### config.mk
export PLATFORM = sky130hd
export DESIGN_NAME = microcode_sequencer
export DESIGN_NICKNAME = d
export VERILOG_FILES = /design/src/rtl/sap_pkg.sv /design/src/rtl/step_counter.sv /design/src/rtl/microcode_sequencer.sv
export SDC_FILE = /design/constraint.sdc
export NUM_CORES = 1
export LEC_CHECK = 0
export CORE_MARGIN = 5
export CORE_UTILIZATION = 44
export CTS_CLUSTER_SIZE = 25
export DETAILED_ROUTE_END_ITERATION = 16
export PLACE_DENSITY = 0.73
export SLEW_MARGIN = 20
export SYNTH_ARGS = -nofsm -noshare
export SYNTH_HDL_FRONTEND = slang
export SYNTH_SLANG_ARGS = --single-unit
### constraint.sdc
create_clock -name clk -period 1.9 [get_ports clk]
set_input_delay 0.38 -clock clk [delete_from_list [all_inputs] [get_ports clk]]
set_output_delay 0.38 -clock clk [all_outputs]
set_load 0.01 [all_outputs]
### src/rtl/sap_pkg.sv
// Shared SAP-1 control-bit and opcode constants plus the microcode decode.
// Decode is kept as a pure function so the sequencer only adds registers.
package sap_pkg;

  localparam int unsigned UCODE_W = 16;
  localparam int unsigned OPC_LO_W = 4;
  localparam int unsigned STEP_IDX_W = 4;

  localparam logic [UCODE_W-1:0] C_HLT = 16'h8000;
  localparam logic [UCODE_W-1:0] C_MI  = 16'h4000;
  localparam logic [UCODE_W-1:0] C_RI  = 16'h2000;
  localparam logic [UCODE_W-1:0] C_RO  = 16'h1000;
  localparam logic [UCODE_W-1:0] C_IO  = 16'h0800;
  localparam logic [UCODE_W-1:0] C_II  = 16'h0400;
  localparam logic [UCODE_W-1:0] C_AI  = 16'h0200;
  localparam logic [UCODE_W-1:0] C_AO  = 16'h0100;
  localparam logic [UCODE_W-1:0] C_EO  = 16'h0080;
  localparam logic [UCODE_W-1:0] C_SU  = 16'h0040;
  localparam logic [UCODE_W-1:0] C_BI  = 16'h0020;
  localparam logic [UCODE_W-1:0] C_OI  = 16'h0010;
  localparam logic [UCODE_W-1:0] C_CE  = 16'h0008;
  localparam logic [UCODE_W-1:0] C_CO  = 16'h0004;
  localparam logic [UCODE_W-1:0] C_J   = 16'h0002;
  localparam logic [UCODE_W-1:0] C_FI  = 16'h0001;

  typedef enum logic [OPC_LO_W-1:0] {
    OP_NOP = 4'h0,
    OP_LDA = 4'h1,
    OP_ADD = 4'h2,
    OP_SUB = 4'h3,
    OP_STA = 4'h4,
    OP_LDI = 4'h5,
    OP_JMP = 4'h6,
    OP_JC  = 4'h7,
    OP_JZ  = 4'h8,
    OP_OUT = 4'hE,
    OP_HLT = 4'hF
  } opcode_e;

  // Fetch steps ignore the opcode; execute steps decode only for a valid opcode.
  function automatic logic [UCODE_W-1:0] ucode(
    input logic [OPC_LO_W-1:0]   opc,
    input logic                  opc_ok,
    input logic [STEP_IDX_W-1:0] stp,
    input logic                  carry,
    input logic                  zero
  );
    logic [UCODE_W-1:0] w;
    w = '0;
    if (stp == 4'd0) begin
      w = C_MI | C_CO;
    end else if (stp == 4'd1) begin
      w = C_RO | C_II | C_CE;
    end else if (opc_ok) begin
      case (opc)
        OP_LDA: case (stp)
          4'd2:    w = C_IO | C_MI;
          4'd3:    w = C_RO | C_AI;
          default: w = '0;
        endcase
        OP_ADD: case (stp)
          4'd2:    w = C_IO | C_MI;
          4'd3:    w = C_RO | C_BI;
          4'd4:    w = C_EO | C_AI | C_FI;
          default: w = '0;
        endcase
        OP_SUB: case (stp)
          4'd2:    w = C_IO | C_MI;
          4'd3:    w = C_RO | C_BI;
          4'd4:    w = C_EO | C_AI | C_SU | C_FI;
          default: w = '0;
        endcase
        OP_STA: case (stp)
          4'd2:    w = C_IO | C_MI;
          4'd3:    w = C_AO | C_RI;
          default: w = '0;
        endcase
        OP_LDI:  w = (stp == 4'd2) ? (C_IO | C_AI) : '0;
        OP_JMP:  w = (stp == 4'd2) ? (C_IO | C_J) : '0;
        OP_JC:   w = (stp == 4'd2 && carry) ? (C_IO | C_J) : '0;
        OP_JZ:   w = (stp == 4'd2 && zero) ? (C_IO | C_J) : '0;
        OP_OUT:  w = (stp == 4'd2) ? (C_AO | C_OI) : '0;
        OP_HLT:  w = (stp == 4'd2) ? C_HLT : '0;
        default: w = '0;
      endcase
    end
    return w;
  endfunction

endpackage

### src/rtl/step_counter.sv
// Microstep counter: advances when enabled, synchronous clear wins over increment.
module step_counter #(
  parameter int unsigned SW = 3
) (
  input  logic          clk,
  input  logic          rst_n,
  input  logic          i_en,
  input  logic          i_clr,
  output logic [SW-1:0] o_count
);

  logic [SW-1:0] r_count;

  always_ff @(posedge clk or negedge rst_n) begin
    if (!rst_n) begin
      r_count <= '0;
    end else if (i_en) begin
      r_count <= i_clr ? '0 : r_count + SW'(1);
    end
  end

  assign o_count = r_count;

endmodule

### src/rtl/microcode_sequencer.sv
// SAP-1 style microcode sequencer: registered control word, microstep counter,
// sticky halt and optional early wrap on empty execute steps.
module microcode_sequencer
  import sap_pkg::*;
#(
  parameter int unsigned OPC_W     = 4,
  parameter int unsigned CTRL_W    = 16,
  parameter int unsigned STEPS     = 5,
  parameter int unsigned EARLY_END = 1
) (
  input  logic                      clk,
  input  logic                      rst_n,
  input  logic                      step_en,
  input  logic [OPC_W-1:0]          instruction,
  input  logic                      carry_flag,
  input  logic                      zero_flag,
  output logic [CTRL_W-1:0]         ctrl_data,
  output logic [$clog2(STEPS)-1:0]  step,
  output logic                      halted,
  output logic                      fetch
);

  localparam int unsigned SW = $clog2(STEPS);

  logic [CTRL_W-1:0]  r_ctrl;
  logic               r_halted;
  logic [SW-1:0]      w_step;
  logic               w_opc_ok;
  logic [UCODE_W-1:0] w_word;
  logic               w_adv;
  logic               w_last;
  logic               w_early;
  logic               w_clr;

  // Opcodes wider than the decode table are valid only with zero upper bits.
  generate
    if (OPC_W > OPC_LO_W) begin : g_wide_opc
      assign w_opc_ok = (instruction[OPC_W-1:OPC_LO_W] == '0);
    end else begin : g_narrow_opc
      assign w_opc_ok = 1'b1;
    end
  endgenerate

  assign w_word  = ucode(instruction[OPC_LO_W-1:0], w_opc_ok, STEP_IDX_W'(w_step),
                         carry_flag, zero_flag);
  assign w_adv   = step_en & ~r_halted;
  assign w_last  = (w_step == SW'(STEPS - 1));
  assign w_early = (EARLY_END != 0) && (w_step >= SW'(2)) && (w_word == '0);
  assign w_clr   = w_last | w_early;

  step_counter #(
    .SW (SW)
  ) u_step_counter (
    .clk     (clk),
    .rst_n   (rst_n),
    .i_en    (w_adv),
    .i_clr   (w_clr),
    .o_count (w_step)
  );

  // Halt is sticky: once set, w_adv stays low until reset.
  always_ff @(posedge clk or negedge rst_n) begin
    if (!rst_n) begin
      r_ctrl   <= '0;
      r_halted <= 1'b0;
    end else if (w_adv) begin
      r_ctrl <= CTRL_W'(w_word);
      if ((w_word & C_HLT) != '0) begin
        r_halted <= 1'b1;
      end
    end
  end

  assign ctrl_data = r_ctrl;
  assign step      = w_step;
  assign halted    = r_halted;
  assign fetch     = (w_step == SW'(0)) || (w_step == SW'(1));

endmodule

==> results.cfg <==
[power_and_ir_drop]
power.share.combinational_pct = 65.4
p_leak_nw = 0.887
switching_share_pct = 39.8
ir_drop_v = 0.000870
powerDensity_nw_per_um2 = 1030
power_frac_seq_pct = 25.2
switching_power_w = 0.000841
internal_power_w = 0.00127
clkPwrFrac_pct = 9.5

[worst_setup_path]
cp-endpoint = u_step_counter.o_count[0]
ff2ff_path_depth = 9
r2r_start = u_step_counter.o_count[0]
worstSetupEndpointType = flip-flop
critPathLaunch = u_step_counter.o_count[0]
critPathMaxStageDelay_ns = 0.42
start_kind = flip-flop
path_cells = inv_2 > ha_4 > buf_6 > o21ba_4 > o211ai_1 > a211oi_2 > buf_4 > nor4_4 > a21oi_1
path_buf_inv = 3
worstPathRequired_ns = 2.08
cp.arrival_ns = 2.23
crit_type = flip-flop to flip-flop
timing.rr.end = u_step_counter.o_count[0]
reg2reg_setup_slack_ns = -0.15
worstPathMaxFanout = 4
crit_family = compound AO/OA/AOI/OAI gates
crit_cells = 9
slowest_stage = dfrtp_2

[layout]
fillers = 200
layout-drive-gt1-share_pct = 40.9
fin_nets = 223
diodes = 0
area_growth_pct = 62.3

[cts]
clk_latency_ns = 0.30
hold_buffers = 0
cts_tree = yes
numCtsBuffers = 3
cts_root_buf = clkbuf_4
cts_sinks = 18
clk_pin_slew_ns = 0.11
clockBufferDepth = 2
htree_levels = 1

[sta]
holdWs_ns = 0.388
setup_viol = 5
rsz0062_at_grt = true
report.final.slew_viol_count = 0
final.min_clock_period_ns = 2.05
clock_skew_ns = 0.0130
period_share_pct = 108
clock.fmax_ghz = 0.487
setup_slack_ns = -0.151
tightest_slew_ns = 0.422
hold_viol = 0
relSlewSlack_pct = 71.7

[floorplan]
die_w_um = 63.5
coreArea_um2 = 2760
dieArea_um2 = 4040
pin_count = 30
die_h_um = 63.5
fp-row-count = 19
start_util_pct = 45.7

[drt]
via_per_inst = 5.62
antenna_left = 0
vias = 1342
dr.pass1.iters = 4
drc = 0
drtIter0Drc = 40
routedWlPerCell_um = 16.3
wl_um = 3880

[global_routing]
grtUsageTotal_pct = 19.2
grt_overflow = 0
grt_pass1_wl_um = 6450
grt_pass1_vias = 1405
antenna_found_initial = 0
grt_max_degree = 19

[logic_synthesis]
yosys_warnings = 0
synth_edf_count = 0
synth_nets = 154
synth.largest_area_cell = dfrtp_1
yosysSeqAreaShare_pct = 35.7
synth_common_cells = nand2_1, dfrtp_1, o21ai_0
synth_ff_type = dfrtp_1
yosysUniqueCellTypes = 47
netlist_top_cells_area = dfrtp_1, nand2_1, ha_1
synth-seq-cells = 18
synthArstFlopShare_pct = 100
synth_top_cell_area_share_pct = 35.7
syn_inst = 140
synth.most_common_cell = nand2_1
avgSynthCellArea_um2 = 9.01
syn_area_um2 = 1260

[place]
dp.final_hpwl_um = 2790
port_buffers = 29
post-place-ws_ns = -0.555
gp_congestion = 0.903

[run]
drv_cap = 0

[status]
violations = negative setup slack
run_status = finished, violations left

[worst_hold_path]
hold_class = input port to asynchronous set/reset pin
## cell families (layout without fill, tap and decap cells)
logic type | after synthesis | count (layout) | share of synthesized area (%)
AND/OR/NAND/NOR | 71 | 71 | 32.4
AO/OA/AOI/OAI | 31 | 31 | 19.7
flip-flops | 18 | 18 | 35.7
buffers and inverters | 14 | 82 | 6.45
adder cells (fa/ha/maj) | 5 | 5 | 4.96
XOR/XNOR | 1 | 1 | 0.695
## layout make-up
class | instances | area, um^2 | area share (%)
Tap cell | 31 | 38.8 | 1.89
Timing Repair Buffer | 74 | 633 | 30.9
Multi-Input combinational cell | 108 | 881 | 43.0
Clock buffer | 4 | 26.3 | 1.28
Inverter | 4 | 15.0 | 0.733
Sequential cell | 18 | 453 | 22.1
## layer usage
| metal | global-route usage [%] | part of all wire (%) |
|---|---|---|
| met3 | 6.39 | 6.5 |
| met1 | 22.9 | 40 |
| met5 | 0 | 0 |
| met2 | 32.4 | 51 |
| met4 | 5.97 | 3.1 |
## placed cells by master, fill, tap and decap left out, types with 2 or more instances in the layout
| master | n |
|---|---|
| nand3_1 | 4 |
| o21ai_1 | 2 |
| inv_1 | 2 |
| or3_1 | 2 |
| clkbuf_4 | 3 |
| o211ai_1 | 3 |
| a21oi_1 | 2 |
| dlygate4sd2_1 | 5 |
| ha_4 | 2 |
| dfrtp_1 | 16 |
| a211oi_4 | 4 |
| nand4_1 | 2 |
| nor4_1 | 2 |
| nor2b_1 | 2 |
| ha_2 | 2 |
| buf_4 | 42 |
| nand2_1 | 26 |
| o31ai_2 | 2 |
| nor2_1 | 5 |
| nand2b_4 | 2 |
| o21ai_0 | 6 |
| nand4b_1 | 3 |
| buf_6 | 3 |
| inv_2 | 2 |
| dfrtp_2 | 2 |
| nand2b_1 | 4 |
| clkdlybuf4s50_1 | 24 |
| or4_4 | 2 |
## worst register-to-register path: cells and delay by family (launching register included)
kind | cells | cell delay [ns]
DFF | 1 | 0.42
adders and majority gates | 1 | 0.16
buffers and inverters | 3 | 0.35
and+or+nand+nor | 1 | 0.29
AOI/OAI and AO/OA | 4 | 0.72
## sequential cells by signal (all words and copies together), names as in the netlist
| name | cells |
|---|---|
| halted | 1 |
| ctrl_data | 14 |
| u_step_counter.o_count | 3 |
## worst min-delay path by stage
| stage | from | slack [ns] | to |
|---|---|---|---|
| 2_1_floorplan | rst_n | 0.08 | ctrl_data[10] |
| 3_3_place_gp | ctrl_data[12] | 0.46 | ctrl_data[12] |
| 3_5_place_dp | ctrl_data[12] | 0.46 | ctrl_data[12] |
| 4_1_cts | rst_n | 0.40 | halted |
| 5_1_grt | rst_n | 0.40 | halted |
| 6_report | rst_n | 0.39 | halted |
## timing repair
action                                  4_1_cts  5_1_grt
resized for setup                            29       11
gates cloned                                  0        0
pin swaps                                    17       10
setup buffers                                10        3
endpoints found under the setup margin       14       10
## through the flow
stage | setup TNS [ns] | area [um^2] | instances | total power, W | util (%)
after floorplan | 0 | 1260 | 140 | 0.00106 | -
after global placement | -4.70 | 1770 | 222 | 0.00158 | 64.0
after detailed placement | -5.63 | 1770 | 222 | 0.00161 | 64.0
after CTS | -0.104 | 1980 | 236 | 0.00199 | 71.7
after global routing | -1.05 | 2050 | 239 | 0.00227 | 74.2
final | -0.477 | 2050 | 239 | 0.00212 | 74.2
## power by group through the flow
| stage | registers [W] | logic (W) | clock network [W] |
|---|---|---|---|
| after CTS | 0.000531 | 0.00126 | 0.000201 |
| after global placement | 0.000529 | 0.00105 | 0 |
| after global routing | 0.000547 | 0.00150 | 0.000227 |
| final | 0.000532 | 0.00138 | 0.000200 |
| after detailed placement | 0.000531 | 0.00108 | 0 |
| after floorplan | 0.000561 | 0.000500 | 0 |
Power figures use the tool's default switching activity.
